--- src/rtl/gen_fip_matvec_ctrl.sv ---
// Matrix-vector sequencer for gen_fip_inner_prod.
// Fetches one matrix row at a time and hands it to the inner-product engine
// with a constant operand vector. Each engine result is forwarded with its
// row index. A done pulse ends the job, and a sticky error flag reports
// oversize jobs and timeouts.
//
// state    | meaning
// ---------+------------------------------------------------------------
// IDLE     | no job; waiting for i_start_pls
// RD_REQ   | one-cycle row read request for the current row
// RD_WAIT  | waiting for row data from memory (bounded by TIMEOUT_CYC)
// IP_ISSUE | one-cycle valid pulse to the engine with captured operands
// IP_WAIT  | waiting for the engine result (bounded by TIMEOUT_CYC)
//
// Every output is registered. The output comb process computes each
// register's next value from the current state and the next state, so
// pulses line up with state entry without any input-to-output comb path.
// SIM_DLY is kept for compatibility with the engine's parameter set. This
// RTL uses zero-delay register updates, so SIM_DLY is only range-checked.
module gen_fip_matvec_ctrl #(
    parameter int VEC_ELEMS_NUM = 32,
    parameter int ONE_ELEM_W    = 6,
    parameter int RES_W         = 14,
    parameter int ROWS_NUM      = 16,
    parameter int ROW_W         = 4,
    parameter int TIMEOUT_CYC   = 64,
    parameter int SIM_DLY       = 1
) (
    input  logic                                clk,
    input  logic                                rstn,
    input  logic                                sw_rst,
    input  logic                                i_start_pls,
    input  logic [ROW_W:0]                      i_rows_num,
    input  logic [ONE_ELEM_W*VEC_ELEMS_NUM-1:0] i_vec,
    output logic                                o_row_rd_req,
    output logic [ROW_W-1:0]                    o_row_rd_addr,
    input  logic                                i_row_rd_valid,
    input  logic [ONE_ELEM_W*VEC_ELEMS_NUM-1:0] i_row_rd_data,
    output logic                                o_ip_valid_pls,
    output logic [ONE_ELEM_W*VEC_ELEMS_NUM-1:0] o_ip_vec1,
    output logic [ONE_ELEM_W*VEC_ELEMS_NUM-1:0] o_ip_vec2,
    input  logic                                i_ip_valid_pls,
    input  logic [RES_W-1:0]                    i_ip_res,
    output logic                                o_res_valid_pls,
    output logic [ROW_W-1:0]                    o_res_idx,
    output logic [RES_W-1:0]                    o_res,
    output logic                                o_busy,
    output logic                                o_done_pls,
    output logic                                o_err
);

    localparam int VEC_W = ONE_ELEM_W * VEC_ELEMS_NUM;
    localparam int TMO_W = $clog2(TIMEOUT_CYC + 1);
    localparam logic [ROW_W:0]   ROWS_LIM = (ROW_W + 1)'(ROWS_NUM);
    localparam logic [TMO_W-1:0] TMO_LIM  = TMO_W'(TIMEOUT_CYC);

    if (ROW_W != $clog2(ROWS_NUM)) begin : g_bad_row_w
        $error("ROW_W must equal clog2(ROWS_NUM)");
    end
    if ((VEC_ELEMS_NUM & (VEC_ELEMS_NUM - 1)) != 0) begin : g_bad_elems
        $error("VEC_ELEMS_NUM must be a power of 2");
    end
    if (SIM_DLY < 0) begin : g_bad_dly
        $error("SIM_DLY must be non-negative");
    end

    typedef enum logic [2:0] {
        IDLE     = 3'd0,
        RD_REQ   = 3'd1,
        RD_WAIT  = 3'd2,
        IP_ISSUE = 3'd3,
        IP_WAIT  = 3'd4
    } state_t;

    state_t state, state_nxt;

    logic [ROW_W-1:0] row_cnt, row_cnt_nxt;
    logic [ROW_W:0]   rows_q, rows_q_nxt;
    logic [TMO_W-1:0] tmo_cnt, tmo_cnt_nxt, tmo_inc;

    logic             rd_req_nxt, ip_valid_nxt, res_valid_nxt;
    logic             busy_nxt, done_nxt, err_nxt;
    logic [ROW_W-1:0] rd_addr_nxt, res_idx_nxt;
    logic [RES_W-1:0] res_nxt;
    logic [VEC_W-1:0] vec1_nxt, vec2_nxt;

    logic start_acc, rows_zero, rows_over, tmo_hit, last_row;

    assign start_acc = (state == IDLE) && i_start_pls;
    assign rows_zero = (i_rows_num == '0);
    assign rows_over = (i_rows_num > ROWS_LIM);
    assign tmo_inc   = tmo_cnt + TMO_W'(1);
    assign tmo_hit   = (tmo_inc == TMO_LIM);
    assign last_row  = ({1'b0, row_cnt} == (rows_q - (ROW_W + 1)'(1)));

    // State register; soft reset acts exactly like the async reset.
    always_ff @(posedge clk or negedge rstn) begin
        if (!rstn) begin
            state <= IDLE;
        end else if (sw_rst) begin
            state <= IDLE;
        end else begin
            state <= state_nxt;
        end
    end

    // Next-state logic; a valid pulse wins over a timeout on the same cycle.
    always_comb begin
        state_nxt = state;
        case (state)
            IDLE: begin
                if (start_acc && !rows_zero && !rows_over) begin
                    state_nxt = RD_REQ;
                end
            end
            RD_REQ:   state_nxt = RD_WAIT;
            RD_WAIT: begin
                if (i_row_rd_valid) begin
                    state_nxt = IP_ISSUE;
                end else if (tmo_hit) begin
                    state_nxt = IDLE;
                end
            end
            IP_ISSUE: state_nxt = IP_WAIT;
            IP_WAIT: begin
                if (i_ip_valid_pls) begin
                    state_nxt = last_row ? IDLE : RD_REQ;
                end else if (tmo_hit) begin
                    state_nxt = IDLE;
                end
            end
            default:  state_nxt = IDLE;
        endcase
    end

    // Next values for every registered output and datapath register.
    always_comb begin
        rd_req_nxt    = (state_nxt == RD_REQ);
        ip_valid_nxt  = (state_nxt == IP_ISSUE);
        busy_nxt      = (state_nxt != IDLE);
        res_valid_nxt = 1'b0;
        done_nxt      = 1'b0;
        err_nxt       = o_err;
        res_nxt       = o_res;
        res_idx_nxt   = o_res_idx;
        vec1_nxt      = o_ip_vec1;
        vec2_nxt      = o_ip_vec2;
        row_cnt_nxt   = row_cnt;
        rows_q_nxt    = rows_q;
        tmo_cnt_nxt   = '0;
        case (state)
            IDLE: begin
                if (start_acc) begin
                    vec2_nxt    = i_vec;
                    row_cnt_nxt = '0;
                    rows_q_nxt  = i_rows_num;
                    err_nxt     = rows_over;
                    done_nxt    = rows_zero || rows_over;
                end
            end
            RD_WAIT: begin
                tmo_cnt_nxt = tmo_inc;
                if (i_row_rd_valid) begin
                    vec1_nxt = i_row_rd_data;
                end else if (tmo_hit) begin
                    err_nxt  = 1'b1;
                    done_nxt = 1'b1;
                end
            end
            IP_WAIT: begin
                tmo_cnt_nxt = tmo_inc;
                if (i_ip_valid_pls) begin
                    res_valid_nxt = 1'b1;
                    res_nxt       = i_ip_res;
                    res_idx_nxt   = row_cnt;
                    if (last_row) begin
                        done_nxt = 1'b1;
                    end else begin
                        row_cnt_nxt = row_cnt + ROW_W'(1);
                    end
                end else if (tmo_hit) begin
                    err_nxt  = 1'b1;
                    done_nxt = 1'b1;
                end
            end
            default: ;
        endcase
        rd_addr_nxt = row_cnt_nxt;
    end

    // Output and datapath registers.
    always_ff @(posedge clk or negedge rstn) begin
        if (!rstn) begin
            o_row_rd_req    <= 1'b0;
            o_row_rd_addr   <= '0;
            o_ip_valid_pls  <= 1'b0;
            o_ip_vec1       <= '0;
            o_ip_vec2       <= '0;
            o_res_valid_pls <= 1'b0;
            o_res_idx       <= '0;
            o_res           <= '0;
            o_busy          <= 1'b0;
            o_done_pls      <= 1'b0;
            o_err           <= 1'b0;
            row_cnt         <= '0;
            rows_q          <= '0;
            tmo_cnt         <= '0;
        end else if (sw_rst) begin
            o_row_rd_req    <= 1'b0;
            o_row_rd_addr   <= '0;
            o_ip_valid_pls  <= 1'b0;
            o_ip_vec1       <= '0;
            o_ip_vec2       <= '0;
            o_res_valid_pls <= 1'b0;
            o_res_idx       <= '0;
            o_res           <= '0;
            o_busy          <= 1'b0;
            o_done_pls      <= 1'b0;
            o_err           <= 1'b0;
            row_cnt         <= '0;
            rows_q          <= '0;
            tmo_cnt         <= '0;
        end else begin
            o_row_rd_req    <= rd_req_nxt;
            o_row_rd_addr   <= rd_addr_nxt;
            o_ip_valid_pls  <= ip_valid_nxt;
            o_ip_vec1       <= vec1_nxt;
            o_ip_vec2       <= vec2_nxt;
            o_res_valid_pls <= res_valid_nxt;
            o_res_idx       <= res_idx_nxt;
            o_res           <= res_nxt;
            o_busy          <= busy_nxt;
            o_done_pls      <= done_nxt;
            o_err           <= err_nxt;
            row_cnt         <= row_cnt_nxt;
            rows_q          <= rows_q_nxt;
            tmo_cnt         <= tmo_cnt_nxt;
        end
    end

endmodule

--- config.mk ---
export PLATFORM = sky130hd
export DESIGN_NAME = gen_fip_matvec_ctrl
export DESIGN_NICKNAME = d
export VERILOG_FILES = /design/src/rtl/gen_fip_matvec_ctrl.sv
export SDC_FILE = /design/constraint.sdc
export NUM_CORES = 1
export LEC_CHECK = 0
export CORE_AREA = 5 5 312 314
export CTS_CLUSTER_DIAMETER = 60
export CTS_CLUSTER_SIZE = 8
export DETAILED_ROUTE_END_ITERATION = 12
export DIE_AREA = 0 0 317 319
export PLACE_DENSITY = 0.43
export SETUP_SLACK_MARGIN = 0.1
export SLEW_MARGIN = 20
export SYNTH_ARGS = -nofsm -noshare
export SYNTH_HDL_FRONTEND = slang
export SYNTH_SLANG_ARGS = --single-unit
--- constraint.sdc ---
create_clock -name clk -period 2.44 [get_ports clk]
set_input_delay 0.366 -clock clk [delete_from_list [all_inputs] [get_ports clk]]
set_output_delay 0.366 -clock clk [all_outputs]
set_load 0.01 [all_outputs]
==> results by group, run 1 <==
Outcome
  • Status: complete, no violations

Setup path
  • R2r setup slk: 0.28 ns
  • CP Class: flop to primary output
  • Reg-to-reg startpoint: rows_q[0]$_DFFE_PN0P_
  • Kind of end point of the critical path: primary output
  • CP Cell Sequence: clkdlybuf4s50_1
  • CP Capture Point: o_row_rd_addr[2]
  • Worst-case reg-to-reg path depth: 7
  • Crit path buffers/inverters: 1
  • Worst EP arrival: 1.82 ns
  • CP startpoint kind: flop
  • Critical path required time: 2.07 ns
  • Worst path depth: 1
  • Crit. Startpoint: row_cnt[2]$_DFFE_PN0P_
  • Critical Path Max Stage Delay: 0.66 ns
  • Worst Path Max Fanout: 9
  • Slowest-stage cell, CP: clkdlybuf4s50_1
  • Delay-heaviest family, CP: buffers and inverters
  • Worst R2R End: o_done_pls$_DFF_PN0_

Hold path
  • Worst hold-check path type: primary input to flop

Clocking
  • Bufs on Longest Clock Path: 3
  • Sink Count: 427
  • H-tree depth: 3
  • Post_cts resized: 0
  • Setup Fix Bufs, Post-CTS: 0
  • CTS tree: yes
  • Clk_lat worst skew: 0.60 ns
  • Clk slew on worst S/H paths: 0.05 ns
  • Cts hold-fix bufs: 1
  • Clk root buf: clkbuf_16
  • CTS Buf Count: 71

STA
  • Hold Violations, Final: 0
  • RSZ-0062 raised after global routing: no
  • Setup TNS: 0 ns
  • Final period util: 0.896
  • Slew Viols, Final: 0
  • Minimum clock period: 2.19 ns
  • FMAX: 457 MHz
  • Slew headroom: 0.355
  • Final setup fails: 0
  • Worst slew pin tran: 0.967 ns
  • Max Clock Skew: 0.0201 ns

Global routing
  • Initial antenna violation count: 11
  • First-pass GRT wire length: 109000 um
  • Grt ovf: 0
  • GRT Overall Usage: 0.142
  • Pin count of the biggest net entering global routing: 155
  • Vias in the first global route: 15897

Synthesis
  • Syn avg cell area: 10.9 um2
  • EDFF count, synth: 0
  • Synthesis Warnings: 0
  • Post-synthesis async set-or-reset flop share: 1.00
  • Post-synth top flop: dfrtp_1
  • Top cell type's share of synthesized area: 0.655
  • Synthesized area: 16300 um2
  • Number of distinct library cells after synthesis: 47
  • Synth area leader: dfrtp_1
  • Syn Inst Count: 1498
  • Yosys reg bits: 427
  • Synth area leaders: dfrtp_1 (66%), a22o_1 (10%), nand2_1 (10%), a21oi_1 (6.8%), clkbuf_1 (1.9%)
  • Seq/Total Area, Yosys: 0.655
  • Mapped Nets: 1912

Floorplan
  • Die H: 319 um
  • Initial Util: 0.173
  • Core Region: 94300 um2
  • Die area: 101000 um2
  • Die Span X: 317 um
  • Site Rows: 113
  • # IOs: 821

Cells and area
  • P&R area growth vs syn: 75.8%
  • Fin util: 0.304
  • Layout cells sized above 1: 0.0715
  • Fillers: 9787
  • Commonest non-fill, non-tap cell in the layout: clkdlybuf4s50_1
  • Nets: 2749
  • Commonest cells after routing, fill and taps aside: clkdlybuf4s50_1 (818), nand2_1 (437), dfrtp_1 (427), a21oi_1 (223), a22o_1 (192)

Placed design
  • IO Port Bufs: 820
  • Final RePlAce weighted congestion: 0.848
  • HPWL Detailed: 56500 um

Drt
  • Initial DRC count: 918
  • Met1 wire length: 28000 um
  • TritonRoute pass-1 iters: 5
  • DRT Wirelength: 75100 um
  • Met3 routed WL: 5940 um
  • Final ANT Viol Nets: 0
  • DR top layer: met5
  • # DRC: 0
  • Routed length per instance: 20.6 um
  • DR vias/cell: 4.12
  • Met2 wire length: 38800 um
  • DR vias: 14989

Power
  • Pwr Density: 694 nW/um2
  • Max VDD drop: 0.491 mV
  • Final Power: 19.9 mW
  • P_leak: 12.1 nW

Run
  • Max Cap Violations: 0
## final cells by class
cell class,instances,area [um2],share of cell area
sequential,427,10700,0.373
timing repair buffer,885,9050,0.316
multi-input combinational,944,5120,0.179
clock buffer,84,1910,0.0666
tap,1265,1580,0.0552
clock inverter,16,268,0.00934
antenna,10,25.0,0.000873
inverter,6,22.5,0.000786
## cells by family after synthesis
group | after synthesis | share of synthesized area
AO/OA/AOI/OAI | 442 | 0.186
XOR/XNOR | 10 | 0.00537
adder cells (fa/ha/maj) | 5 | 0.00384
buffers and inverters | 127 | 0.0320
flip-flops | 427 | 0.655
multiplexers | 1 | 0.000690
AND/OR/NAND/NOR | 486 | 0.117
## synth_stat cells, drive strengths merged, types with 2 or more instances
library cell  number
nand4              2
a31oi              2
nor2b              2
a22o             192
and2               2
xor2               6
nand2            438
o211ai             5
buf               40
dfrtp            427
o21ai              3
nand2b             3
or4                3
nor2              14
o22a               2
clkbuf            81
inv                6
or3                4
o22ai              2
xnor2              4
and3               3
ha                 5
a21oi            223
nand3              8
a211oi             2
nor3               3
## power breakdown
part / leakage (nW) / total [mW] / internal (mW) / switching [mW]
clock: 1.06 / 9.49 / 6.10 / 3.39
combinational: 5.18 / 2.80 / 1.50 / 1.30
sequential: 5.84 / 7.61 / 7.41 / 0.197
total: 12.1 / 19.9 / 15.0 / 4.89
## per-layer routing
metal	GRT usage	vias up
met5	0	-
li1	-	6840
met4	0.0510	2
met2	0.251	535
met3	0.0508	109
met1	0.159	7503
## worst min path at each step
stage | startpoint | end | slack [ns] | depth (start not counted)
2_1_floorplan | rstn | o_busy$_DFF_PN0_ | 0.07 | 0
3_3_place_gp | rstn | o_ip_vec1[66]$_DFFE_PN0P_ | 0.35 | 1
3_5_place_dp | rstn | o_ip_vec1[26]$_DFFE_PN0P_ | 0.35 | 1
4_1_cts | sw_rst | o_res_idx[3]$_DFFE_PN0P_ | 0.01 | 2
5_1_grt | sw_rst | state[0]$_DFF_PN0_ | 0.02 | 2
6_report | sw_rst | state[0]$_DFF_PN0_ | 0.07 | 2
## flip-flops by register name, indices dropped and copies added (netlist names)
name	flops
o_busy	1
o_done_pls	1
o_err	1
o_ip_valid_pls	1
o_ip_vec1	192
o_ip_vec2	192
o_res	14
o_res_idx	4
o_res_valid_pls	1
o_row_rd_req	1
row_cnt	4
rows_q	5
state	3
tmo_cnt	7
## stage by stage
step	std cells	worst slack [ns]	hold slack, ns	area [um2]
after floorplan	1498	0.381	0.0704	16300
after global placement	3526	0.0787	0.350	26500
after detailed placement	3526	0.110	0.351	26500
after CTS	3627	0.187	0.00983	28600
after global routing	3637	0.120	0.0249	28700
final	3637	0.254	0.0688	28700
(Power assumes the default switching activity.)
==> run 2, diff against run 1 <==
==> constraint.sdc (replaced) <==
create_clock -name clk -period 2.43 [get_ports clk]
set_input_delay 0.3645 -clock clk [delete_from_list [all_inputs] [get_ports clk]]
set_output_delay 0.3645 -clock clk [all_outputs]
set_load 0.01 [all_outputs]
==> run 2 against run 1 <==
Core utilization decreased by 0.16 points. Flip-flop and latch count unchanged. Sequential power barely moved. Sequential share of layout area grew 0.19 points. Total power down 1.8%. Largest cell class unchanged. Clock skew fell by 0.0042 ns.
==> results by group, run 2 (synthesis results as in run 1) <==
Clocking
  • Post_cts resized: 0
  • Setup Fix Bufs, Post-CTS: 0
  • Bufs on Longest Clock Path: 3
  • Clk root buf: clkbuf_16
  • CTS Buf Count: 70
  • Cts hold-fix bufs: 1
  • H-tree depth: 3
  • Clk_lat worst skew: 0.59 ns
  • Clk slew on worst S/H paths: 0.05 ns
  • CTS tree: yes
  • Sink Count: 427

Setup path
  • CP startpoint kind: flop
  • Worst EP arrival: 2.72 ns
  • Slowest-stage cell, CP: a311o_1
  • CP Class: flop to flop
  • R2r setup slk: 0.21 ns
  • Worst Path Max Fanout: 5
  • Critical Path Max Stage Delay: 0.47 ns
  • Delay-heaviest family, CP: compound AO/OA/AOI/OAI gates
  • Kind of end point of the critical path: flop
  • Critical path required time: 2.93 ns
  • CP Cell Sequence: inv_1, ha_1, xor2_1, or3_4, a311o_1, mux2_2, o22ai_2
  • Crit path buffers/inverters: 1

STA
  • Worst slew pin tran: 0.777 ns
  • Final hold slack: 0.120 ns
  • RSZ-0062 raised after global routing: no
  • Setup TNS: 0 ns
  • Setup ws final: 0.210 ns
  • Max Clock Skew: 0.0158 ns
  • Hold Violations, Final: 0
  • Final period util: 0.914
  • FMAX: 450 MHz
  • Final setup fails: 0
  • Slew headroom: 0.482
  • Slew Viols, Final: 0
  • Minimum clock period: 2.22 ns

Drt
  • TritonRoute pass-1 iters: 8
  • DR vias/cell: 4.11
  • Final ANT Viol Nets: 0
  • Initial DRC count: 729
  • DR vias: 14876
  • Routed length per instance: 20.7 um
  • # DRC: 0
  • DRT Wirelength: 75100 um

Cells and area
  • Fin util: 0.302
  • Layout cells sized above 1: 0.0685
  • Regs by FF count: o_ip_vec1 (192), o_ip_vec2 (192), o_res (14)
  • Non-filler cells, final: 3622
  • Final Instance Area: 28500 um2
  • Commonest non-fill, non-tap cell in the layout: clkdlybuf4s50_1
  • Commonest cells after routing, fill and taps aside: clkdlybuf4s50_1 (818), nand2_1 (437), dfrtp_1 (427), a21oi_1 (223), a22o_1 (192)
  • P&R area growth vs syn: 74.9%
  • Nets: 2744

Floorplan
  • Core Region: 94300 um2
  • Die Span X: 317 um
  • # IOs: 821
  • Initial Util: 0.173
  • Die H: 319 um
  • Die area: 101000 um2
  • Site Rows: 113

Hold path
  • Worst hold-check path type: primary input to flop

Global routing
  • Initial antenna violation count: 9
  • Pin count of the biggest net entering global routing: 141
  • Met1 Usage GRT: 0.164
  • Routing usage on met2: 0.250
  • First-pass GRT wire length: 109000 um
  • GR Util met3: 0.0480
  • GRT Max-Usage Layer: met2
  • GRT Overall Usage: 0.143
  • Grt ovf: 0
  • Vias in the first global route: 15633

Placed design
  • DP Worst Slack: 0.115 ns
  • IO Port Bufs: 820
  • Placed cell count: 3522
  • Placed Instance Area: 26500 um2
  • Final RePlAce weighted congestion: 0.816
  • HPWL Detailed: 56200 um

Run
  • Max Cap Violations: 0

Power
  • P_leak: 12.0 nW
  • Max VDD drop: 0.371 mV
  • Pwr Density: 685 nW/um2
  • Final Power: 19.5 mW

Outcome
  • Status: complete, no violations
[run 2: cell types whose count changed in the layout (fill, tap and decap cells not counted)]
cell        delta
clkinv_4       +2
buf_4          -6
clkbuf_1       -4
clkinvlp_4     -2
inv_6          -1
buf_12         +2
bufinv_16      -3
clkinv_8       -2
diode_2        -3
clkinv_2       +2
[run 2: power breakdown]
group | switching [mW] | internal [mW]
Combinational | 1.31 | 1.51
Sequential | 0.198 | 7.44
Clock | 3.34 | 5.75
Total | 4.84 | 14.7
[run 2: worst register-to-register path, cell delays in order (launching register included)]
cell and delay [ns]:
dfrtp_1 0.40, inv_1 0.06, ha_1 0.24, xor2_1 0.19
or3_4 0.36, a311o_1 0.47, mux2_2 0.31, o22ai_2 0.11
[run 2: per-layer routing]
| metal | wire length [um] | vias to the layer above |
|---|---|---|
| met4 | 1880 | 4 |
| met2 | 38700 | 522 |
| li1 | - | 6826 |
| met1 | 28800 | 7408 |
| met3 | 5770 | 116 |
| met5 | 23 | - |
[run 2: worst paths after layout]
kind	end	from	cells past startpoint
max reg2reg	o_done_pls$_DFF_PN0_	rows_q[0]$_DFFE_PN0P_	7
min in group asynchronous	o_ip_vec1[20]$_DFFE_PN0P_	rstn	2
min	o_res_valid_pls$_DFF_PN0_	sw_rst	2
min reg2reg	o_ip_vec1[9]$_DFFE_PN0P_	o_ip_vec1[9]$_DFFE_PN0P_	1
max in group asynchronous	o_ip_vec1[133]$_DFFE_PN0P_	rstn	3
max	o_done_pls$_DFF_PN0_	rows_q[0]$_DFFE_PN0P_	7
[run 2: cell type report]
type,count,area [um2]
timing repair buffer,881,9050
antenna,7,17.5
sequential,427,10700
multi-input combinational,944,5120
fill,9742,65800
tap,1265,1580
inverter,6,22.5
clock inverter,12,149
clock buffer,80,1890
==> run 3, diff against run 2 <==
==> constraint.sdc (replaced) <==
create_clock -name clk -period 2.4 [get_ports clk]
set_input_delay 0.36 -clock clk [delete_from_list [all_inputs] [get_ports clk]]
set_output_delay 0.36 -clock clk [all_outputs]
set_load 0.01 [all_outputs]
==> run 3 against run 2 <==
Wire length hardly changed. Final cell count increased by 0.11%. Register-to-register slack better by 0.05 ns. Global-route usage barely moved. Core utilization is 0.11 points lower. Critical endpoint is now o_row_rd_addr[2]. Largest power group unchanged. Highest routed layer unchanged.
==> results by group, run 3 (synthesis results as in run 1) <==
Cells and area
  • Commonest cells after routing, fill and taps aside: clkdlybuf4s50_1 (818), nand2_1 (437), dfrtp_1 (427), a21oi_1 (223), a22o_1 (192)
  • Layout cells sized above 1: 0.0695
  • Regs by FF count: o_ip_vec1 (192), o_ip_vec2 (192), o_res (14)
  • Fin util: 0.301
  • Non-filler cells, final: 3626
  • Nets: 2751
  • Commonest non-fill, non-tap cell in the layout: clkdlybuf4s50_1
  • Fillers: 9776
  • Final Instance Area: 28400 um2
  • P&R area growth vs syn: 74.3%

Floorplan
  • Die area: 101000 um2
  • Initial Util: 0.173
  • Die Span X: 317 um
  • Core Region: 94300 um2
  • Die H: 319 um
  • Site Rows: 113
  • # IOs: 821

Clocking
  • Post_cts resized: 0
  • Setup Fix Bufs, Post-CTS: 0
  • H-tree depth: 3
  • Clk slew on worst S/H paths: 0.05 ns
  • Clk_lat worst skew: 0.61 ns
  • CTS Buf Count: 67
  • Clk root buf: clkbuf_16
  • Bufs on Longest Clock Path: 3
  • Cts hold-fix bufs: 1
  • Sink Count: 427
  • CTS tree: yes

Placed design
  • IO Port Bufs: 820
  • HPWL Detailed: 56600 um
  • Placed Instance Area: 26500 um2
  • Final RePlAce weighted congestion: 0.853
  • DP Worst Slack: 0.0564 ns
  • Placed cell count: 3532

Power
  • Final Power: 19.5 mW
  • Pwr Density: 684 nW/um2
  • P_leak: 12.0 nW
  • Max VDD drop: 0.417 mV

Setup path
  • Worst path depth: 1
  • CP Cell Sequence: clkdlybuf4s50_1
  • Crit path buffers/inverters: 1
  • Critical path required time: 2.04 ns
  • Slowest-stage cell, CP: clkdlybuf4s50_1
  • CP startpoint kind: flop
  • Critical Path Max Stage Delay: 0.67 ns
  • CP Class: flop to primary output
  • Kind of end point of the critical path: primary output
  • Worst EP arrival: 1.79 ns
  • Delay-heaviest family, CP: buffers and inverters
  • Worst-case reg-to-reg path depth: 7
  • Worst Path Max Fanout: 9

Hold path
  • Hold Path Depth: 2
  • Worst hold-check path type: primary input to flop

Global routing
  • Vias in the first global route: 15967
  • Pin count of the biggest net entering global routing: 139
  • First-pass GRT wire length: 109000 um
  • Grt ovf: 0
  • Initial antenna violation count: 2
  • GRT Overall Usage: 0.143

STA
  • Setup ws final: 0.255 ns
  • Slew Viols, Final: 0
  • Setup TNS: 0 ns
  • Max Clock Skew: 0.0251 ns
  • Worst slew pin tran: 0.768 ns
  • Final hold slack: 0.124 ns
  • Minimum clock period: 2.15 ns
  • FMAX: 466 MHz
  • Final period util: 0.894
  • Hold Violations, Final: 0
  • Final setup fails: 0
  • RSZ-0062 raised after global routing: no
  • Slew headroom: 0.488

Outcome
  • Status: complete, no violations

Drt
  • Final ANT Viol Nets: 0
  • Routed length per instance: 20.7 um
  • DR vias/cell: 4.14
  • Initial DRC count: 693
  • DR vias: 15017
  • TritonRoute pass-1 iters: 5
  • # DRC: 0
  • DRT Wirelength: 75100 um

Run
  • Max Cap Violations: 0
-- run 3: changes by cell type in the layout (fill, tap and decap cells not counted) --
cell	change
inv_6	+3
clkinv_8	+2
clkinv_4	-2
clkbuf_16	-4
diode_2	-6
clkbuf_1	+7
clkinv_2	-5
buf_12	-6
bufinv_16	-1
buf_4	+16
-- run 3: worst paths after layout --
kind	from	endpoint	slack (ns)
setup / recovery	row_cnt[2]$_DFFE_PN0P_	o_row_rd_addr[2]	0.25
hold / removal	sw_rst	o_ip_vec2[125]$_DFFE_PN0P_	0.12
setup reg to reg	rows_q[0]$_DFFE_PN0P_	o_done_pls$_DFF_PN0_	0.26
hold reg to reg	o_ip_vec1[171]$_DFFE_PN0P_	o_ip_vec1[171]$_DFFE_PN0P_	0.50
max in group asynchronous	rstn	o_ip_vec1[167]$_DFFE_PN0P_	1.10
min in group asynchronous	rstn	o_ip_vec1[106]$_DFFE_PN0P_	0.44
-- run 3: area by class of cell --
class	instances	area, um2	area share
Tap cell	1265	1580	0.0557
Clock buffer	83	1820	0.0640
Sequential cell	427	10700	0.376
Inverter	6	22.5	0.000792
Antenna cell	1	2.50	0.0000881
Multi-Input combinational cell	944	5120	0.180
Clock inverter	9	135	0.00475
Timing Repair Buffer	891	9050	0.318
-- run 3: where the power goes --
part	switching, mW	leakage [nW]	internal, mW	total, mW
clock	3.39	0.951	5.49	8.88
combinational	1.33	5.19	1.51	2.83
sequential	0.200	5.84	7.53	7.73
-- run 3: per-layer routing --
metal	wire [um]	global-route usage
met1	28100	0.159
met2	39200	0.258
met3	5720	0.0473
met4	2050	0.0425
met5	15	0
